## config.mk

```make
export PLATFORM = sky130hd
export DESIGN_NAME = spi_reg_slave
export DESIGN_NICKNAME = d
export VERILOG_FILES = /design/src/rtl/spi_reg_pkg.sv /design/src/rtl/spi_reg_slave_sync_edge_detect.sv /design/src/rtl/spi_reg_slave.sv
export SDC_FILE = /design/constraint.sdc
export NUM_CORES = 1
export LEC_CHECK = 0
export BUFFER_PORTS_ARGS = -buffer_cell sky130_fd_sc_hd__buf_2
export CORE_UTILIZATION = 53
export CTS_BUF_LIST = sky130_fd_sc_hd__clkbuf_16
export CTS_CLUSTER_DIAMETER = 150
export CTS_CLUSTER_SIZE = 28
export DETAILED_ROUTE_END_ITERATION = 16
export PLACE_DENSITY = 0.8
export SLEW_MARGIN = 20
export SYNTH_ARGS = -nofsm -noshare
export SYNTH_HDL_FRONTEND = slang
export SYNTH_SLANG_ARGS = --single-unit
```

## constraint.sdc

```tcl
create_clock -name clk -period 2.2 [get_ports clk]
set_input_delay 0.44 -clock clk [delete_from_list [all_inputs] [get_ports clk]]
set_output_delay 0.44 -clock clk [all_outputs]
set_load 0.02 [all_outputs]
```

## src/rtl/spi_reg_pkg.sv

```systemverilog
// Shared constants and types for the SPI write-only register slave.
package spi_reg_pkg;

    localparam int FRAME_BITS = 16;

    localparam logic [6:0] ADDR_EN_OUT_LO = 7'h00;
    localparam logic [6:0] ADDR_EN_OUT_HI = 7'h01;
    localparam logic [6:0] ADDR_EN_PWM_LO = 7'h02;
    localparam logic [6:0] ADDR_EN_PWM_HI = 7'h03;
    localparam logic [6:0] ADDR_DUTY      = 7'h04;
    localparam int         NUM_REGS       = 5;

    typedef enum logic [1:0] {
        IDLE,
        ACTIVE,
        COMMIT
    } state_t;

    function automatic logic addr_in_range(input logic [6:0] addr);
        return addr <= ADDR_DUTY;
    endfunction

endpackage

```

## src/rtl/spi_reg_slave_sync_edge_detect.sv

```systemverilog
// Pin synchroniser with a delay flop; rise/fall are registered single-cycle pulses.
module sync_edge_detect #(
    parameter int   SYNC_STAGES = 2,
    parameter logic RESET_VAL   = 1'b0
) (
    input  logic clk,
    input  logic rst,
    input  logic din,
    output logic dout,
    output logic rise,
    output logic fall
);

    logic [SYNC_STAGES-1:0] chain;
    logic                   dly;

    always_ff @(posedge clk) begin
        if (rst) begin
            chain <= {SYNC_STAGES{RESET_VAL}};
            dly   <= RESET_VAL;
            rise  <= 1'b0;
            fall  <= 1'b0;
        end else begin
            chain <= {chain[SYNC_STAGES-2:0], din};
            dly   <= chain[SYNC_STAGES-1];
            rise  <= chain[SYNC_STAGES-1] & ~dly;
            fall  <= ~chain[SYNC_STAGES-1] & dly;
        end
    end

    assign dout = chain[SYNC_STAGES-1];

endmodule

```

## src/rtl/spi_reg_slave.sv

```systemverilog
// Write-only SPI mode-0 register slave feeding the PWM peripheral control inputs.
//   state  | meaning
//   IDLE   | waiting for chip select to fall
//   ACTIVE | shifting copi on each sclk rise until chip select rises
//   COMMIT | one cycle: validate frame, write register or flag error
module spi_reg_slave
    import spi_reg_pkg::*;
#(
    parameter int SYNC_STAGES = 2
) (
    input  logic       clk,
    input  logic       rst,
    input  logic       sclk,
    input  logic       copi,
    input  logic       ncs,
    output logic [7:0] en_reg_out_7_0,
    output logic [7:0] en_reg_out_15_8,
    output logic [7:0] en_reg_pwm_7_0,
    output logic [7:0] en_reg_pwm_15_8,
    output logic [7:0] pwm_duty_cycle,
    output logic       wr_strobe,
    output logic       frame_err
);

    localparam logic [4:0] CNT_FULL = 5'(FRAME_BITS);
    localparam logic [4:0] CNT_SAT  = 5'd17;

    logic sclk_s, sclk_rise, sclk_fall_unused;
    logic ncs_s_unused, ncs_rise, ncs_fall;
    logic copi_s, copi_rise_unused, copi_fall_unused;

    sync_edge_detect #(.SYNC_STAGES(SYNC_STAGES), .RESET_VAL(1'b0)) u_sync_sclk (
        .clk  (clk),
        .rst  (rst),
        .din  (sclk),
        .dout (sclk_s),
        .rise (sclk_rise),
        .fall (sclk_fall_unused)
    );

    sync_edge_detect #(.SYNC_STAGES(SYNC_STAGES), .RESET_VAL(1'b1)) u_sync_ncs (
        .clk  (clk),
        .rst  (rst),
        .din  (ncs),
        .dout (ncs_s_unused),
        .rise (ncs_rise),
        .fall (ncs_fall)
    );

    sync_edge_detect #(.SYNC_STAGES(SYNC_STAGES), .RESET_VAL(1'b0)) u_sync_copi (
        .clk  (clk),
        .rst  (rst),
        .din  (copi),
        .dout (copi_s),
        .rise (copi_rise_unused),
        .fall (copi_fall_unused)
    );

    logic                  sclk_s_unused;
    assign sclk_s_unused = sclk_s;

    state_t                state;
    logic [FRAME_BITS-1:0] shift_reg;
    logic [4:0]            bit_cnt;

    always_ff @(posedge clk) begin
        if (rst) begin
            state           <= IDLE;
            shift_reg       <= '0;
            bit_cnt         <= '0;
            en_reg_out_7_0  <= '0;
            en_reg_out_15_8 <= '0;
            en_reg_pwm_7_0  <= '0;
            en_reg_pwm_15_8 <= '0;
            pwm_duty_cycle  <= '0;
            wr_strobe       <= 1'b0;
            frame_err       <= 1'b0;
        end else begin
            wr_strobe <= 1'b0;
            frame_err <= 1'b0;
            case (state)
                IDLE: begin
                    // A coincident sclk rise is dropped: the count starts from zero.
                    if (ncs_fall) begin
                        shift_reg <= '0;
                        bit_cnt   <= '0;
                        state     <= ACTIVE;
                    end
                end
                ACTIVE: begin
                    if (ncs_rise) begin
                        state <= COMMIT;
                    end else if (sclk_rise) begin
                        shift_reg <= {shift_reg[FRAME_BITS-2:0], copi_s};
                        if (bit_cnt != CNT_SAT) begin
                            bit_cnt <= bit_cnt + 5'd1;
                        end
                    end
                end
                COMMIT: begin
                    state <= IDLE;
                    if (bit_cnt != CNT_FULL) begin
                        frame_err <= 1'b1;
                    end else if (shift_reg[15] && addr_in_range(shift_reg[14:8])) begin
                        wr_strobe <= 1'b1;
                        case (shift_reg[14:8])
                            ADDR_EN_OUT_LO: en_reg_out_7_0  <= shift_reg[7:0];
                            ADDR_EN_OUT_HI: en_reg_out_15_8 <= shift_reg[7:0];
                            ADDR_EN_PWM_LO: en_reg_pwm_7_0  <= shift_reg[7:0];
                            ADDR_EN_PWM_HI: en_reg_pwm_15_8 <= shift_reg[7:0];
                            ADDR_DUTY:      pwm_duty_cycle  <= shift_reg[7:0];
                            default: ;
                        endcase
                    end
                end
                default: state <= IDLE;
            endcase
        end
    end

endmodule
```

# == Word-level counts from Yosys, hierarchy flattened ==
# Cells that the tools add are included.
# op_classes
addsub,1
order_cmp,1
n_eq_ne,13
mux,14
bitwise_logic,8
n_reduce_logical,14
# op_table
operator,count
2-to-1 mux 16 bit,3
case mux 16 bit (2 select lines),1
AND reduction 4 bit,6
2-to-1 mux 5 bit,4
"== test 7 x 2 -> 1 bit, second input constant",2
"!= test 5 bit, second input constant",2
case mux 5 bit (2 select lines),1
"== test 7 x 1 -> 1 bit, second input constant",1
"== test 7 x 3 -> 1 bit, second input constant",1
"<= comparator 7 x 3 -> 1 bit, second input constant",1
logical NOT 7 bit,1
"!= test 2 x 1 -> 1 bit, second input constant",3
"adder 5 x 1 -> 5 bit, second input constant",1
NOT 1 bit,5
AND reduction 5 bit,1
2-to-1 mux 2 bit,2
"!= test 2 bit, second input constant",2
case mux 2 bit (2 select lines),1
bitwise AND 1 bit,3
OR reduction 3 bit,1
"== test 2 x 1 -> 1 bit, second input constant",1
"== test 2 bit, second input constant",1
logical NOT 2 bit,1
2-to-1 mux 1 bit,2
other kinds (4),4
# word_totals
reg_bits,76
in_bits,5
output_inout_bits,42
word_cells,69

# == Logic depth before layout (Yosys ltp) ==
# logic_depth
ltp_word,5
depth_mapped,7
mapped_depth_nobuf,5

# == By module ==
# From an unflattened synthesis, not the netlist that was laid out.
# unflattened
cells_unflattened,302
area_unflattened_um2,3251.9
# modules_own_cells
module,instances,cells_per_inst,area_each_um2,seq_area_each_um2
spi_reg_slave,1,272,2850.2,1301.2
sync_edge_detect,3,10,133.9,100.1

# == Least setup slack after synthesis ==
# OpenSTA, ideal clock, no wires.
# synth_timing
path_kind,flip-flop to flip-flop
startpoint,reg bit_cnt[0]
endpoint,reg pwm_duty_cycle[0]
setup_time_ns,0.123
arrival_ns,1.397
required_ns,2.077
setup_slack_ns,0.679
path_stages_with_launch,8
path_buffers,2
synth_period_minus_slack_ns,1.521
cell_sequence,dfxtp_1 > inv_1 > ha_1 > and4bb_2 > buf_4 > and4_4 > buf_12 > mux2i_1
# synth_between
elab_chain_len,3
# synth_rtl
item,line_no,source
start: declaration,spi_reg_slave.sv:64,logic [4:0] bit_cnt;
start signal: assignment,spi_reg_slave.sv:96,bit_cnt <= bit_cnt + 5'd1;
!= test 5 bit,spi_reg_slave.sv:102,if (bit_cnt != CNT_FULL) begin
NOT 1 bit (no source line),-,
AND reduction 4 bit (no source line),-,
end signal: assignment,spi_reg_slave.sv:111,ADDR_DUTY: pwm_duty_cycle <= shift_reg[7:0];
end: declaration,spi_reg_slave.sv:20,"output logic [7:0] pwm_duty_cycle,"
# Every way passes these cells.
# A chain may end at the register's enable or synchronous reset.

# == Worst setup path in the final report ==
# layout_timing
startpoint,reg bit_cnt[1]
endpoint,reg pwm_duty_cycle[2]
# The elaborated chain is that of the path after synthesis.

==> flow_metrics.py <==
metrics = {
    "sta": {
        "fin_skew_ns": 0.007362,
        "slew_headroom_pct": 65.46,
        "slew_violations": 0,
        "whs_ns": 0.2932,
        "finalCritPeriodShare_pct": 77.33,
        "max_freq_mhz": 587.8,
        "rsz0062_at_grt": "no",
        "worstMarginPinSlew_ns": 0.5165,
        "finalSetupTns_ns": 0,
        "setup_viol_count_final": 0,
        "hold_viol_final": 0,
        "period_needed_ns": 1.701,
    },
    "yosys": {
        "synthAdderAreaFrac_pct": 1.194,
        "yosys.area.top_type": "dfxtp_1",
        "synth_top_family_by_area": "simple AND/OR/NAND/NOR gates",
        "ys_ff_latch": 76,
        "syn_area_um2": 3143,
        "ys_seq_area_share_pct": 48.41,
        "netlist_instances": 301,
        "yosysWarningCount": 0,
        "synthDominantCellAreaShare_pct": 48.41,
        "synth.top_cells.by_area": "dfxtp_1, mux2i_1, nand2b_1",
        "syn-num-nets": 309,
        "avgSynthCellArea_um2": 10.44,
        "muxShareOfSynthArea_pct": 12.74,
        "synth_compound_area_share_pct": 5.175,
        "ys_types": 37,
        "synthSimpleGateAreaFrac_pct": 27.95,
        "synth_xor_area_share_pct": 0,
    },
    "grt": {
        "grt_pass1_wl_um": 10540,
        "overflow": 0,
        "grt_pass1_vias": 2150,
        "grt_use_total_pct": 22.26,
        "grt_antenna_before_repair": 0,
        "grt_max_degree": 30,
    },
    "setup_path": {
        "criticalPathCategory": "register to register",
        "cp_max_fo": 8,
        "crit_arrival_ns": 1.95,
        "end_kind": "register",
        "required_ns": 2.45,
        "start_kind": "register",
    },
    "final_layout": {
        "areaGrowthSynthToFinish_pct": 17.95,
        "diodes": 0,
        "finalNonFillerCells": 421,
        "mostFrequentLayoutCells": "dfxtp_1, nand2b_1, buf_2",
        "final_util_pct": 66.11,
        "seqCellArea_um2": 1521,
        "multi_input_area_um2": 1479,
        "fillers": 449,
        "largest_reg_flops": 16,
        "final_nets": 352,
        "final_common_cell": "dfxtp_1",
        "drive_gt1_share_pct": 23.21,
    },
    "clock_tree": {
        "clock_sinks": 76,
        "postCtsSetupBuffers": 0,
        "clk_pin_slew_ns": 0.06,
        "cts_hold_buf": 0,
        "tritoncts": "done",
        "cts-htree-levels": 3,
        "clockRootBuffer": "clkbuf_16",
        "clk_latency_ns": 0.33,
        "clk_path_buf_depth": 2,
        "cts_buffers": 9,
        "cts_resized": 0,
    },
    "power": {
        "irDropWorstVdd_uv": 631.3,
        "p_per_area_nw_per_um2": 793.7,
        "power.leakage_uw": 0.001614,
    },
    "outcome": {
        "status": "completed",
    },
    "floorplanning": {
        "ioPinCount": 47,
        "fp.coreArea_um2": 5608,
        "row_count": 27,
        "die_h_um": 79.01,
        "dieArea_um2": 6242,
        "initial_utilization_pct": 56.05,
        "dieWidth_um": 79.01,
    },
    "detailed_routing": {
        "drc": 0,
        "viasPerCell": 5.599,
        "dr.pass1.iters": 4,
        "vias": 2357,
        "route.final.wire_length_um": 6458,
        "drt_iter0_drc": 113,
        "wire_per_inst_um": 15.34,
        "antenna_left": 0,
    },
    "placed_design": {
        "dp_cells": 405,
        "hpwl_um": 4233,
        "place_congestion": 0.8724,
        "io_buffers": 46,
    },
    "min_path": {
        "hold_path.class": "input pin to register",
    },
    "run": {
        "maxCapViolCount": 0,
    },
}
-- per-stage QoR --
step	setup slack, ns	power (µW)	cell area, µm²
finish	0.4986	2942	3707
global placement	0.5655	1476	3400
CTS	0.4960	2969	3707
floorplan	0.6792	1463	3143
global route	0.3776	3039	3707
detailed placement	0.5145	1477	3400
-- layout make-up --
class | instances | area share (%)
multi-input cells | 197 | 39.89
flip-flops and latches | 76 | 41.04
clock buffers | 9 | 6.075
repair buffers | 53 | 7.627
well taps | 72 | 2.430
clock inverters | 7 | 2.227
inverters | 7 | 0.7087
-- worst max-delay path, cell delays in order (launching register included) --
cell,delay [ns]
dfxtp_1,0.34
inv_1,0.10
ha_1,0.14
and4bb_2,0.43
and4_4,0.39
mux2i_1,0.22
-- final timing paths --
kind                         end  cells after the start  slack [ns]       startpoint
max            pwm_duty_cycle[2]                      5        0.50       bit_cnt[1]
min reg2reg     u_sync_sclk.rise                      1        0.38  u_sync_sclk.dly
max reg2reg    pwm_duty_cycle[2]                      5        0.50       bit_cnt[1]
min          u_sync_ncs.chain[0]                      2        0.29              ncs
-- power by group --
group	switching, µW	internal (µW)
Sequential	3.72	1380
Clock	598	898
Combinational	31.0	27.9
-- Yosys cell counts --
library cell and instances:
buf_4 1, nand3_1 19, nor3b_1 5, nor4_1 1, buf_12 1, o21ai_0 2, or3b_2 1, or2_2 3
buf_2 8, buf_6 1, ha_1 3, o221a_2 1, nand4bb_1 2, o221ai_1 1, and3b_1 2, o32ai_1 2
and2_1 1, nand2b_1 51, and4b_1 1, nor3_1 2, and4bb_1 1, nand4_1 19, a22oi_1 2, o2bb2ai_1 1
mux2i_1 40, inv_1 6, dfxtp_1 76, nand4_4 4, a21oi_1 17, nor3_4 1, clkinv_1 1, nor2_1 2
and4bb_2 1, clkbuf_1 10, nor2b_1 10, and4_4 1, o22ai_1 1
-- layer usage --
metal  wire (µm)  track usage, %  vias to the layer above
li1            -               -                     1153
met2        3067           35.17                       60
met5           0               0                        -
met3         255           6.092                       15
met1        2967           28.12                     1129
met4         168           10.36                        0
-- kinds of logic after synthesis --
family	count (synthesis)
compound gates	27
fa+ha+maj	3
buf+inv	28
flops	76
mux	40
simple gates	127
No activity file was read; power rests on OpenSTA's default activity.
